===== src/rtl/rgb_pkg.sv =====
// Shared definitions for the RGB channel encoder path: phase constants,
// the transition class and the clockwise-successor helper.
package rgb_pkg;

  localparam logic [1:0] PH_00 = 2'b00;
  localparam logic [1:0] PH_10 = 2'b10;
  localparam logic [1:0] PH_11 = 2'b11;
  localparam logic [1:0] PH_01 = 2'b01;

  typedef enum logic [1:0] {
    TR_NONE,
    TR_CW,
    TR_CCW,
    TR_ILLEGAL
  } trans_e;

  // Phase that follows the given one after a single clockwise edge: 00 -> 10 -> 11 -> 01 -> 00.
  function automatic logic [1:0] cw_next(input logic [1:0] ph);
    logic [1:0] nxt;
    case (ph)
      PH_00:   nxt = PH_10;
      PH_10:   nxt = PH_11;
      PH_11:   nxt = PH_01;
      default: nxt = PH_00;
    endcase
    return nxt;
  endfunction

endpackage


===== src/rtl/quad_classify.sv =====
// Combinational classifier of one step between two consecutive phase samples.
module quad_classify
  import rgb_pkg::*;
(
  input  logic [1:0] i_ab_p,
  input  logic [1:0] i_ab_q,
  output trans_e     o_trans
);

  // Anything that is neither a hold nor a single Gray step either way is illegal.
  always_comb begin
    o_trans = TR_ILLEGAL;
    if (i_ab_p == i_ab_q) begin
      o_trans = TR_NONE;
    end else if (i_ab_q == cw_next(i_ab_p)) begin
      o_trans = TR_CW;
    end else if (i_ab_p == cw_next(i_ab_q)) begin
      o_trans = TR_CCW;
    end
  end

endmodule


===== src/rtl/quad_decoder.sv =====
// Quadrature decoder: accumulates Gray-code edges into detents and moves a
// WIDTH-bit channel value by STEP per detent, saturating or wrapping.
module quad_decoder
  import rgb_pkg::*;
#(
  parameter int WIDTH            = 8,
  parameter int STEP             = 1,
  parameter int EDGES_PER_DETENT = 4,
  parameter int WRAP             = 0,
  parameter int INIT             = 0
) (
  input  logic             clk,
  input  logic             reset,
  input  logic             enc_a,
  input  logic             enc_b,
  input  logic             clear,
  output logic [WIDTH-1:0] value,
  output logic             up_pulse,
  output logic             down_pulse,
  output logic             err_pulse
);

  // Elaboration-time sanity checks on the parameter set.
  if (EDGES_PER_DETENT != 1 && EDGES_PER_DETENT != 2 && EDGES_PER_DETENT != 4) begin : g_bad_epd
    $error("quad_decoder: EDGES_PER_DETENT must be 1, 2 or 4");
  end
  if (STEP < 1 || (WIDTH < 31 && STEP >= (1 << WIDTH))) begin : g_bad_step
    $error("quad_decoder: STEP out of range");
  end
  if (INIT < 0 || (WIDTH < 31 && INIT >= (1 << WIDTH))) begin : g_bad_init
    $error("quad_decoder: INIT does not fit in WIDTH bits");
  end

  localparam logic signed [3:0] EDGES_POS = 4'(EDGES_PER_DETENT);
  localparam logic signed [3:0] EDGES_NEG = -EDGES_POS;
  localparam logic [WIDTH:0]    STEP_X    = (WIDTH+1)'(STEP);
  localparam logic [WIDTH-1:0]  INIT_V    = WIDTH'(INIT);

  logic [1:0]        r_ab_q;
  logic [1:0]        r_ab_p;
  logic              r_primed;
  logic signed [3:0] r_sub;
  logic [WIDTH-1:0]  r_value;
  logic              r_up;
  logic              r_down;
  logic              r_err;

  trans_e            w_trans;
  logic [WIDTH:0]    w_sum;
  logic [WIDTH:0]    w_diff;
  logic [WIDTH-1:0]  w_val_up;
  logic [WIDTH-1:0]  w_val_dn;
  logic signed [3:0] w_sub_inc;
  logic signed [3:0] w_sub_dec;

  quad_classify u_classify (
    .i_ab_p  (r_ab_p),
    .i_ab_q  (r_ab_q),
    .o_trans (w_trans)
  );

  // Candidate values one step up/down; the extra top bit flags carry or borrow.
  always_comb begin
    w_sum     = {1'b0, r_value} + STEP_X;
    w_diff    = {1'b0, r_value} - STEP_X;
    w_val_up  = (WRAP == 0 && w_sum[WIDTH])  ? '1 : w_sum[WIDTH-1:0];
    w_val_dn  = (WRAP == 0 && w_diff[WIDTH]) ? '0 : w_diff[WIDTH-1:0];
    w_sub_inc = r_sub + 4'sd1;
    w_sub_dec = r_sub - 4'sd1;
  end

  // Phase pipeline, priming, sub-count, value update and one-cycle pulses.
  always_ff @(posedge clk) begin
    if (reset) begin
      r_ab_q   <= PH_00;
      r_ab_p   <= PH_00;
      r_primed <= 1'b0;
      r_sub    <= '0;
      r_value  <= INIT_V;
      r_up     <= 1'b0;
      r_down   <= 1'b0;
      r_err    <= 1'b0;
    end else begin
      r_ab_q <= {enc_a, enc_b};
      r_up   <= 1'b0;
      r_down <= 1'b0;
      r_err  <= 1'b0;
      if (!r_primed) begin
        r_ab_p   <= {enc_a, enc_b};
        r_primed <= 1'b1;
      end else begin
        r_ab_p <= r_ab_q;
        case (w_trans)
          TR_CW: begin
            if (w_sub_inc == EDGES_POS) begin
              r_sub   <= '0;
              r_up    <= 1'b1;
              r_value <= w_val_up;
            end else begin
              r_sub <= w_sub_inc;
            end
          end
          TR_CCW: begin
            if (w_sub_dec == EDGES_NEG) begin
              r_sub   <= '0;
              r_down  <= 1'b1;
              r_value <= w_val_dn;
            end else begin
              r_sub <= w_sub_dec;
            end
          end
          TR_ILLEGAL: begin
            r_sub <= '0;
            r_err <= 1'b1;
          end
          default: ;
        endcase
      end
      if (clear) begin
        r_value <= INIT_V;
        r_sub   <= '0;
      end
    end
  end

  assign value      = r_value;
  assign up_pulse   = r_up;
  assign down_pulse = r_down;
  assign err_pulse  = r_err;

endmodule


===== config.mk =====
export PLATFORM = sky130hd
export DESIGN_NAME = quad_decoder
export DESIGN_NICKNAME = d
export VERILOG_FILES = /design/src/rtl/rgb_pkg.sv /design/src/rtl/quad_classify.sv /design/src/rtl/quad_decoder.sv
export SDC_FILE = /design/constraint.sdc
export NUM_CORES = 1
export LEC_CHECK = 0
export CORE_ASPECT_RATIO = 1.2
export CORE_MARGIN = 2
export CORE_UTILIZATION = 53
export CTS_BUF_LIST = sky130_fd_sc_hd__clkbuf_4
export DETAILED_ROUTE_END_ITERATION = 16
export GPL_TIMING_DRIVEN = 1
export PLACE_DENSITY = 0.78
export RECOVER_POWER = 100
export SLEW_MARGIN = 40
export SYNTH_ARGS = -nofsm -noshare
export SYNTH_HDL_FRONTEND = slang
export SYNTH_SLANG_ARGS = --single-unit

===== constraint.sdc =====
create_clock -name clk -period 2.2 [get_ports clk]
set_clock_uncertainty 0.15 [all_clocks]
set_input_delay 0.55 -clock clk [delete_from_list [all_inputs] [get_ports clk]]
set_output_delay 0.55 -clock clk [all_outputs]
set_load 0.05 [all_outputs]

# Yosys cells after proc, flatten, opt, wreduce, memory -nomap -nowiden
# Cells that the tools add are included.
# classes
add_sub_neg,4
n_eq_ne,14
n_mux,21
n_bitwise,3
n_reduce_logical,10
# op_table
op,count
$mux W8,4
$pmux W8 S2,1
$eq A2 B2 Y1 const B,6
$mux W2,6
$pmux W2 S3,2
$pmux W4 S3,1
$add A8 B1 Y9 const B,1
$sub A8 B1 Y9 const B,1
$mux W4,2
$eq A2 B2 Y1,3
$reduce_or A3 Y1,2
$mux W1,5
$add A4 B2 Y4 const B,1
$eq A4 B3 Y1 const B,1
$eq A4 B4 Y1 const B,1
$logic_not A2 Y1,2
$ne A2 B2 Y1 const B,2
$reduce_and A4 Y1,1
$reduce_or A2 Y1,2
$sub A4 B2 Y4 const B,1
$not A1 Y1,3
$reduce_bool A3 Y1,1
$eq A2 B1 Y1 const B,1
$reduce_and A2 Y1,1
$reduce_bool A2 Y1,1
# totals
ff_bits,20
input_bits,5
elab_cells,60

# Logic depth before layout (Yosys ltp)
# Gate-level depths: netlist of run 1.
# logic_depth
word_depth,13
ltp_mapped,8

# Hierarchy
# From an unflattened synthesis of run 1, not the netlist that was laid out.
# unflattened
cells_unflattened,189
area_unflattened_um2,1450.1
# by_module_without_submodules
module,instances,cells_each,area_each_um2
quad_decoder,1,180,1395.1
quad_classify,1,9,55.1

# Worst setup path after synthesis of run 1
# OpenSTA, ideal clock, no wires.
# synth_timing
path_type,register to register
startpoint,register r_value[0] (netlist: value[0])
endpoint,register r_value[3] (netlist: value[3])
setup_ps,129
arrival_ps,2197
t_required_ps,1921
setup_slack_ps,-276
path_stages_with_launch,9
cell_sequence,dfxtp_1 clkbuf_1 inv_1 ha_1 or4b_1 nor3_1 o31ai_1 a211oi_1 a21oi_1
# synth_between
elab_chain_cells,4
# synth_rtl
item,line_no,source
start: declaration,quad_decoder.sv:43,logic [WIDTH-1:0] r_value;
start signal: assignment,quad_decoder.sv:98,r_value <= w_val_up;
start signal: assignment,quad_decoder.sv:107,r_value <= w_val_dn;
$sub A8 B1 Y9 / $add A8 B1 Y9 (equally long branches),"quad_decoder.sv:65, quad_decoder.sv:64",
$mux W8 (on tied branches),"quad_decoder.sv:67, quad_decoder.sv:66",
$mux W8 (on tied branches),"quad_decoder.sv:104, quad_decoder.sv:95",
$pmux W8 S2 *,quad_decoder.sv:93,case (w_trans)
# Mark *: on every way between the ends. The rest lies on a longest branch, timed or not. The select of a mux whose other input is x is not followed.
# A chain may end at the register's enable or synchronous reset.

# Final worst setup path of run 1
# layout_timing
startpoint,register r_sub[3]
endpoint,register r_value[1] (netlist: value[1])
# layout_between
elab_chain_cells,4
# layout_rtl
item,line_no,source
start: declaration,quad_decoder.sv:42,logic signed [3:0] r_sub;
start signal: assignment,quad_decoder.sv:100,r_sub <= w_sub_inc;
start signal: assignment,quad_decoder.sv:109,r_sub <= w_sub_dec;
$sub A4 B2 Y4 / $add A4 B2 Y4 (equally long branches),"quad_decoder.sv:69, quad_decoder.sv:68",
$eq A4 B3 Y1 / $eq A4 B4 Y1 (equally long branches),"quad_decoder.sv:104, quad_decoder.sv:95",
$ne A2 B2 Y1 (no source line),-,
$reduce_and A4 Y1 (no source line) *,-,
# Mark *: on every way between the ends. The rest lies on a longest branch, timed or not.

==> results.tsv, run 1 <==
stage	metric	value	unit
sta	maxSlewHeadroom	60.4	%
cts	clk-insertion-delay-late	0.30	ns
sta	report.final.hold_viol_count	0	
yosys	ys_warn_count	0	
sta	min_period_over_period	101	%
yosys	synth_flop_cell	dfxtp_1	
drt	top_layer_used	met4	
drt	wl_met2	2480	µm
global_routing	grt_pass1_wl	7530	µm
drt	drt-pass1-iter-count	6	
floorplan	initial_utilization	55.2	%
cts	cts.sinks	20	
sta	finalSetupTns	-0.0521	ns
layout	stdcell_area	1940	µm²
drt	drc	0	
yosys	synth_largest_area_cell	dfxtp_1	
layout	filler_cell_count_in_the_final_layout	245	
yosys	syn-mean-instance-area	7.93	µm²
power	peak_supply_drop	0.000361	V
sta	layout_setup_ws	-0.0323	ns
drt	ant_nets	0	
cts	ctsRootBufferMaster	clkbuf_4	
setup_path	worstPathMaxFanout	4	
sta	tightest_slew	0.597	ns
sta	finalWorstPathRequiredPeriod	2.23	ns
setup_path	worstPathRequired	2.24	ns
sta	drv_slew	0	
setup_path	data_arrival_time_of_the_critical_path	2.27	ns
cts	cts_tree	built	
power	power-per-cell-area	448	nW/µm²
floorplan	rows	21	
layout	antenna_cells_inserted	0	
global_routing	grt.overflow.total	0	
setup_path	reg2reg_from	r_sub[3]	
cts	deepest_clock_path_buffer_count	2	
yosys	ys_seq_elements	20	
yosys	synth.cell_area	1540	µm²
drt	initialDrtViolationCount	77	
power	p_total	0.000870	W
floorplan	ioPinCount	16	
drt	route.vias.total	1666	
floorplan	core	2790	µm²
yosys	synthesis.instances	194	
placement	gp_routability_congestion	0.897	
drt	vias_per_inst	6.43	
floorplan	die_y	63.0	µm
cts	clock_tree.htree_level_count	1	
drt	post_drt_wl_per_cell	17.6	µm
drt	detail_route.wirelength.met1	1700	µm
yosys	synth_async_sr_flop_share	0	%
sta	achievable-frequency	448	MHz
layout	multi_input_comb_area	1110	µm²
yosys	synth_area_leaders	dfxtp_1, nor2_1, ha_1	
setup_path	cp-startpoint	r_sub[3]	
worst_hold_path	hold_class	register to register	
power	power_leakage	0.805	nW
setup_path	path_class	register to register	
outcome	status	finished, violations left	
cts	post_cts_hold_buffer_count	0	
yosys	yosysUniqueCellTypes	49	
placement	place_ws	-0.0185	ns
sta	setup_viol	2	
sta	hold-worst-slack	0.358	ns
setup_path	crit_path_end_kind	register	
setup_path	startpoint_types	register	
placement	place_area	1850	µm²
placement	port-buffer-count	15	
floorplan	dieWidth	53.2	µm
outcome	violated_checks	negative setup slack	
layout	area.sequential	410	µm²
yosys	synth_edf_count	0	
global_routing	grt_pass1_vias	1616	
cts	cts_buffers	3	
yosys	synth_seq_area_share	26.0	%
global_routing	grt_max_degree	13	
global_routing	grt_usage	29.6	%
worst_hold_path	min_from	value[1]	
layout	post_route_cells_drive_above_1_share	26.2	%
drt	routed-wl-met3	191	µm
layout	synthToLayoutAreaGrowth	26.4	%
cts	cts.clk_slew.worst_paths	0.12	ns
global_routing	antenna_found_initial	0	
floorplan	die_area	3350	µm²
placement	place.detailed.hpwl	3320	µm
layout	nNetsFinal	237	
yosys	synthesized_netlist_net_count	205	
flow_run	cap_viol_max_count	0	
drt	routed_wirelength	4550	µm
yosys	synthDominantCellAreaShare	26.0	%
sta	rsz0062_at_grt	yes	
## Yosys cell counts, types with 2 or more instances
library cell / instances
o21a_1: 2
a21oi_1: 9
ha_1: 6
and2_1: 2
nand4_1: 2
a211o_1: 2
a221oi_1: 4
inv_1: 11
or3_1: 2
o21ai_0: 7
o31ai_1: 9
nor2_1: 21
buf_2: 2
o211ai_1: 3
xnor2_1: 4
mux2_2: 3
a211oi_1: 8
clkbuf_1: 9
xor2_1: 6
nand3_1: 5
nor3_1: 7
dfxtp_1: 20
mux2i_1: 4
nand2_1: 14
nor2b_1: 5
or4_1: 2
a21o_1: 3
## per-stage QoR
step / instances / utilization (%)
floorplan: 194 / -
global placement: 252 / 66.3
detailed placement: 252 / 66.3
CTS: 257 / 68.8
global route: 259 / 69.8
finish: 259 / 69.8
## cell usage in the layout, fill, tap and decap left out, types with 2 or more instances in the layout
cell / Yosys / final
clkbuf_4: 0 / 3
o31ai_1: 9 / 9
nor2b_1: 5 / 5
nor2_1: 21 / 20
or4_1: 2 / 2
dfxtp_1: 20 / 14
a221oi_1: 4 / 3
clkdlybuf4s50_1: 0 / 6
clkbuf_1: 9 / 3
nand2_1: 14 / 14
dfxtp_2: 0 / 5
buf_4: 0 / 25
inv_2: 0 / 2
nand4_1: 2 / 2
a21o_1: 3 / 3
nor3_1: 7 / 6
o21ai_0: 7 / 7
clkbuf_2: 0 / 4
and2_1: 2 / 2
inv_1: 11 / 9
xnor2_1: 4 / 3
o211ai_1: 3 / 3
or3_1: 2 / 2
a21oi_1: 9 / 8
mux2_2: 3 / 3
a211o_1: 2 / 2
o21a_1: 2 / 2
a211oi_1: 8 / 8
ha_1: 6 / 5
xor2_1: 6 / 5
nand3_1: 5 / 5
mux2i_1: 4 / 4
## timing repair
action / 4_1_cts / 5_1_grt
setup endpoints to repair: 7 / 9
gates cloned: 0 / 0
pin swaps: 1 / 5
gates resized for setup: 2 / 9
buffers inserted: 1 / 2
## kinds of logic (layout without fill, tap and decap cells)
kind of cell	Yosys count	in the layout	share of synthesized area, %
xor gates and xnor gates	10	10	5.70
adders and majority gates	6	6	4.88
DFF	20	20	26.0
and+or+nand+nor	70	70	24.1
buffers and inverters	23	54	5.78
AOI/OAI and AO/OA	58	58	28.7
muxes	7	7	4.80
## worst paths after layout
kind                            endpoint  cells past startpoint  slack [ns]
worst max-delay path            value[1]                      5       -0.03
worst min-delay path            value[1]                      2        0.36
worst max register to register  value[1]                      5       -0.03
worst min register to register  value[1]                      2        0.36
## flip-flops by register name (all words and copies together) (netlist names)
signal / count
down_pulse: 1
err_pulse: 1
r_ab_p: 2
r_ab_q: 2
r_primed: 1
r_sub: 4
up_pulse: 1
value: 8
## where the power goes
group / leakage, nW / internal, W / total, W / switching, W
logic: 0.612 / 0.0000780 / 0.000183 / 0.000105
clock network: 0.0279 / 0.000184 / 0.000304 / 0.000120
registers: 0.166 / 0.000370 / 0.000382 / 0.0000127
## area by class of cell
type	count	share of cell area [%]
Multi-Input combinational cell	151	57.0
Sequential cell	20	21.1
Timing Repair Buffer	39	14.9
Tap cell	34	2.19
Inverter	11	2.12
Clock inverter	1	1.55
Clock buffer	3	1.16
## critical path, stage by stage, from the launching register on
cell and delay [ns]:
dfxtp_1 0.33, or4_4 0.55, a21o_1 0.23, or3_4 0.45
a2111oi_2 0.32, a211oi_1 0.08
## layer usage
metal	GRT usage, %	vias to the layer above
li1	-	785
met5	0	-
met1	30.8	797
met4	13.1	0
met3	5.26	19
met2	54.7	65
(Power assumes the default switching activity.)
==> run 2: changes to the inputs <==
CORE_UTILIZATION = 52   (was 53)
PLACE_DENSITY = 0.77   (was 0.78)
RECOVER_POWER = unset   (was 100)
REMOVE_ABC_BUFFERS = 1   (was unset)
SYNTH_HIERARCHICAL = 1   (was unset)
==> results.tsv, run 2 <==
stage	metric	value	unit	change
outcome	status	completed		was finished, violations left
layout	layout.cells.most_common_list	buf_4, nand2_1, dfxtp_1, a21oi_1, nor2_1		was buf_4, nor2_1, nand2_1, dfxtp_1
global_routing	grt_usage	26.0	%	was 29.6%
global_routing	grt_pass1_wl	6340	µm	was 7530 µm
cts	clk-insertion-delay-late	0.31	ns	was 0.30 ns
floorplan	die_y	61.9	µm	was 63.0 µm
global_routing	grt-busiest-layer	met2		unchanged
drt	post_drt_wl_per_cell	16.0	µm	was 17.6 µm
yosys	synth_flop_cell	dfxtp_1		unchanged
sta	drv_slew	0		unchanged
yosys	synth_seq_area_share	27.6	%	was 26.0%
layout	post_route_cells_drive_above_1_share	25.0	%	was 26.2%
sta	finalWorstPathRequiredPeriod	2.16	ns	was 2.23 ns
global_routing	grt.met3_usage	3.11	%	was 5.26%
floorplan	core	2730	µm²	was 2790 µm²
placement	place_ws	-0.0752	ns	was -0.0185 ns
cts	cts_buffers	3		unchanged
global_routing	grt_pass1_vias	1458		was 1616
setup_path	critPathSlowestCell	a2111oi_4		was or4_4
sta	maxSlewHeadroom	66.7	%	was 60.4%
drt	drc	0		unchanged
layout	nNetsFinal	227		was 237
yosys	synth_async_sr_flop_share	0	%	unchanged
global_routing	antenna_found_initial	0		unchanged
setup_path	path_class	register to register		unchanged
setup_path	path_cells	buf_4 -> or3_4 -> a2111oi_4 -> o21a_4 -> a21oi_1 -> a31o_1		was or4_4 -> a21o_1 -> or3_4 -> a2111oi_2 -> a211oi_1
placement	place.detailed.hpwl	2820	µm	was 3320 µm
drt	drt-pass1-iter-count	4		was 6
drt	vias_per_inst	6.38		was 6.43
cts	cts_tree	built		unchanged
floorplan	die_area	3230	µm²	was 3350 µm²
setup_path	startpoint_types	register		unchanged
sta	report.final.hold_viol_count	0		unchanged
placement	gp_routability_congestion	0.898		was 0.897
setup_path	crit_path_end_kind	register		unchanged
sta	hold-worst-slack	0.398	ns	was 0.358 ns
drt	ant_nets	0		unchanged
layout	largest_register_ffs	8		unchanged
floorplan	dieWidth	52.2	µm	was 53.2 µm
yosys	synth_largest_area_cell	dfxtp_1		unchanged
sta	layout_setup_ws	0.0437	ns	was -0.0323 ns
sta	min_period_over_period	98.0	%	was 101%
layout	synthToLayoutAreaGrowth	25.7	%	was 26.4%
setup_path	slowest_delay	0.44	ns	was 0.55 ns
placement	port-buffer-count	15		unchanged
cts	deepest_clock_path_buffer_count	2		unchanged
cts	ctsRootBufferMaster	clkbuf_4		unchanged
setup_path	worstPathRequired	2.27	ns	was 2.24 ns
yosys	synth_area_leaders	dfxtp_1, a21oi_1, nand2_1		was dfxtp_1, nor2_1, ha_1
layout	layout.core_utilization	66.7	%	was 69.8%
sta	setup_viol	0		was 2
floorplan	rows	21		unchanged
flow_run	cap_viol_max_count	0		unchanged
sta	tightest_slew	0.498	ns	was 0.597 ns
cts	cts.clk_slew.worst_paths	0.13	ns	was 0.12 ns
sta	rsz0062_at_grt	yes		unchanged
yosys	synth.cell_area	1450	µm²	was 1540 µm²
layout	antenna_cells_inserted	0		unchanged
power	power-per-cell-area	487	nW/µm²	was 448 nW/µm²
sta	achievable-frequency	464	MHz	was 448 MHz
floorplan	ioPinCount	16		unchanged
layout	multi_input_comb_area	1000	µm²	was 1110 µm²
yosys	ys_seq_elements	20		unchanged
layout	stdcell_area	1820	µm²	was 1940 µm²
global_routing	groute.layer.met2.usage	47.9	%	was 54.7%
cts	clock_tree.htree_level_count	1		unchanged
yosys	synth_most_common_cell	dfxtp_1		was nor2_1
worst_hold_path	hold_class	register to register		unchanged
yosys	syn-mean-instance-area	7.67	µm²	was 7.93 µm²
setup_path	data_arrival_time_of_the_critical_path	2.22	ns	was 2.27 ns
yosys	synth_edf_count	0		unchanged
global_routing	grt.overflow.total	0		unchanged
yosys	synthesis.instances	189		was 194
layout	filler_cell_count_in_the_final_layout	233		was 245
power	power_leakage	0.712	nW	was 0.805 nW
global_routing	grt_max_degree	17		was 13
global_routing	grt_util_met1	29.0	%	was 30.8%
drt	routed_wirelength	4010	µm	was 4550 µm
yosys	yosysUniqueCellTypes	53		was 49
power	p_total	0.000887	W	was 0.000870 W
layout	mostFrequentLayoutCell	buf_4		unchanged
cts	post_cts_hold_buffer_count	0		unchanged
yosys	synthDominantCellAreaShare	27.6	%	was 26.0%
floorplan	initial_utilization	53.1	%	was 55.2%
placement	place_area	1700	µm²	was 1850 µm²
drt	initialDrtViolationCount	84		was 77
yosys	synth.top_cells.by_count	dfxtp_1, nand2_1, a21oi_1		was nor2_1, dfxtp_1, nand2_1
yosys	ys_warn_count	6		was 0
power	peak_supply_drop	0.000374	V	was 0.000361 V
drt	route.vias.total	1594		was 1666
cts	cts.sinks	20		unchanged
setup_path	worstPathMaxFanout	8		was 4
layout	area.sequential	404	µm²	was 410 µm²
-- run 2: cell count changes after synthesis, moves of 5 or more --
cell      previous run  this run
a211oi_1             8         0
nor2_1              21        13
o31ai_1              9         2
a21oi_1              9        14
nand4_1              2         7
o21ai_0              7        12
-- run 2: final cells by class --
class	count	share of cell area [%]
Sequential cell	20	22.2
Clock inverter	1	1.65
Clock buffer	3	1.24
Inverter	11	2.26
Multi-Input combinational cell	146	54.8
Timing Repair Buffer	35	15.5
Tap cell	34	2.33
-- run 2: logic make-up (layout without fill, tap and decap cells) --
family	count (synthesis)	in the layout	share of synthesized area [%]
buffers and inverters	24	50	6.99
and+or+nand+nor	75	75	28.0
xor gates and xnor gates	3	3	1.81
muxes	5	5	3.62
adders and majority gates	5	5	4.31
AOI/OAI and AO/OA	57	58	27.7
DFF	20	20	27.6
-- run 2: metal layers --
| layer | part of all wire, % | up-vias |
|---|---|---|
| met2 | 52 | 88 |
| met5 | 0 | - |
| li1 | - | 752 |
| met4 | 3.6 | 0 |
| met3 | 6.7 | 18 |
| met1 | 37 | 736 |
-- run 2: path summary, 6_finish.rpt --
path / cells after the start / startpoint / slack [ns] / to
max reg2reg: 6 / r_sub[0] / 0.04 / value[6]
max: 6 / r_sub[0] / 0.04 / value[6]
min reg2reg: 2 / r_ab_q[1] / 0.40 / r_ab_p[1]
min: 2 / r_ab_q[1] / 0.40 / r_ab_p[1]
-- run 2: repair_timing --
item / 4_1_cts / 5_1_grt
endpoints found under the setup margin: 6 / 10
cloned: 0 / 1
pin swaps: 1 / 2
setup buffers: 0 / 2
gates resized for setup: 3 / 9
-- run 2: power by group --
| group | total [W] | switching, W | leakage, nW | internal (W) |
|---|---|---|---|---|
| clock | 0.000311 | 0.000127 | 0.0279 | 0.000184 |
| combinational | 0.000190 | 0.000104 | 0.520 | 0.0000860 |
| sequential | 0.000387 | 0.0000149 | 0.164 | 0.000372 |
| total | 0.000887 | 0.000245 | 0.712 | 0.000642 |
-- run 2: stage by stage --
step | TNS [ns] | cells
after floorplan | -0.0260 | 176
after global placement | 0 | 243
after detailed placement | -0.181 | 243
after CTS | 0 | 247
after global routing | -0.0353 | 250
final | 0 | 250
-- run 2: worst max-delay path: cells and delay by family (launching register included) --
| kind | cells | cell delay (ns) |
|---|---|---|
| DFF | 1 | 0.38 |
| AOI/OAI and AO/OA | 4 | 0.95 |
| and+or+nand+nor | 1 | 0.40 |
| buffers and inverters | 1 | 0.18 |
==> run 3: changes to the inputs <==
RECOVER_POWER = 100   (was unset)
==> results of run 3 <==
No change in the layout: final DEF, timing and power equal those of run 2.
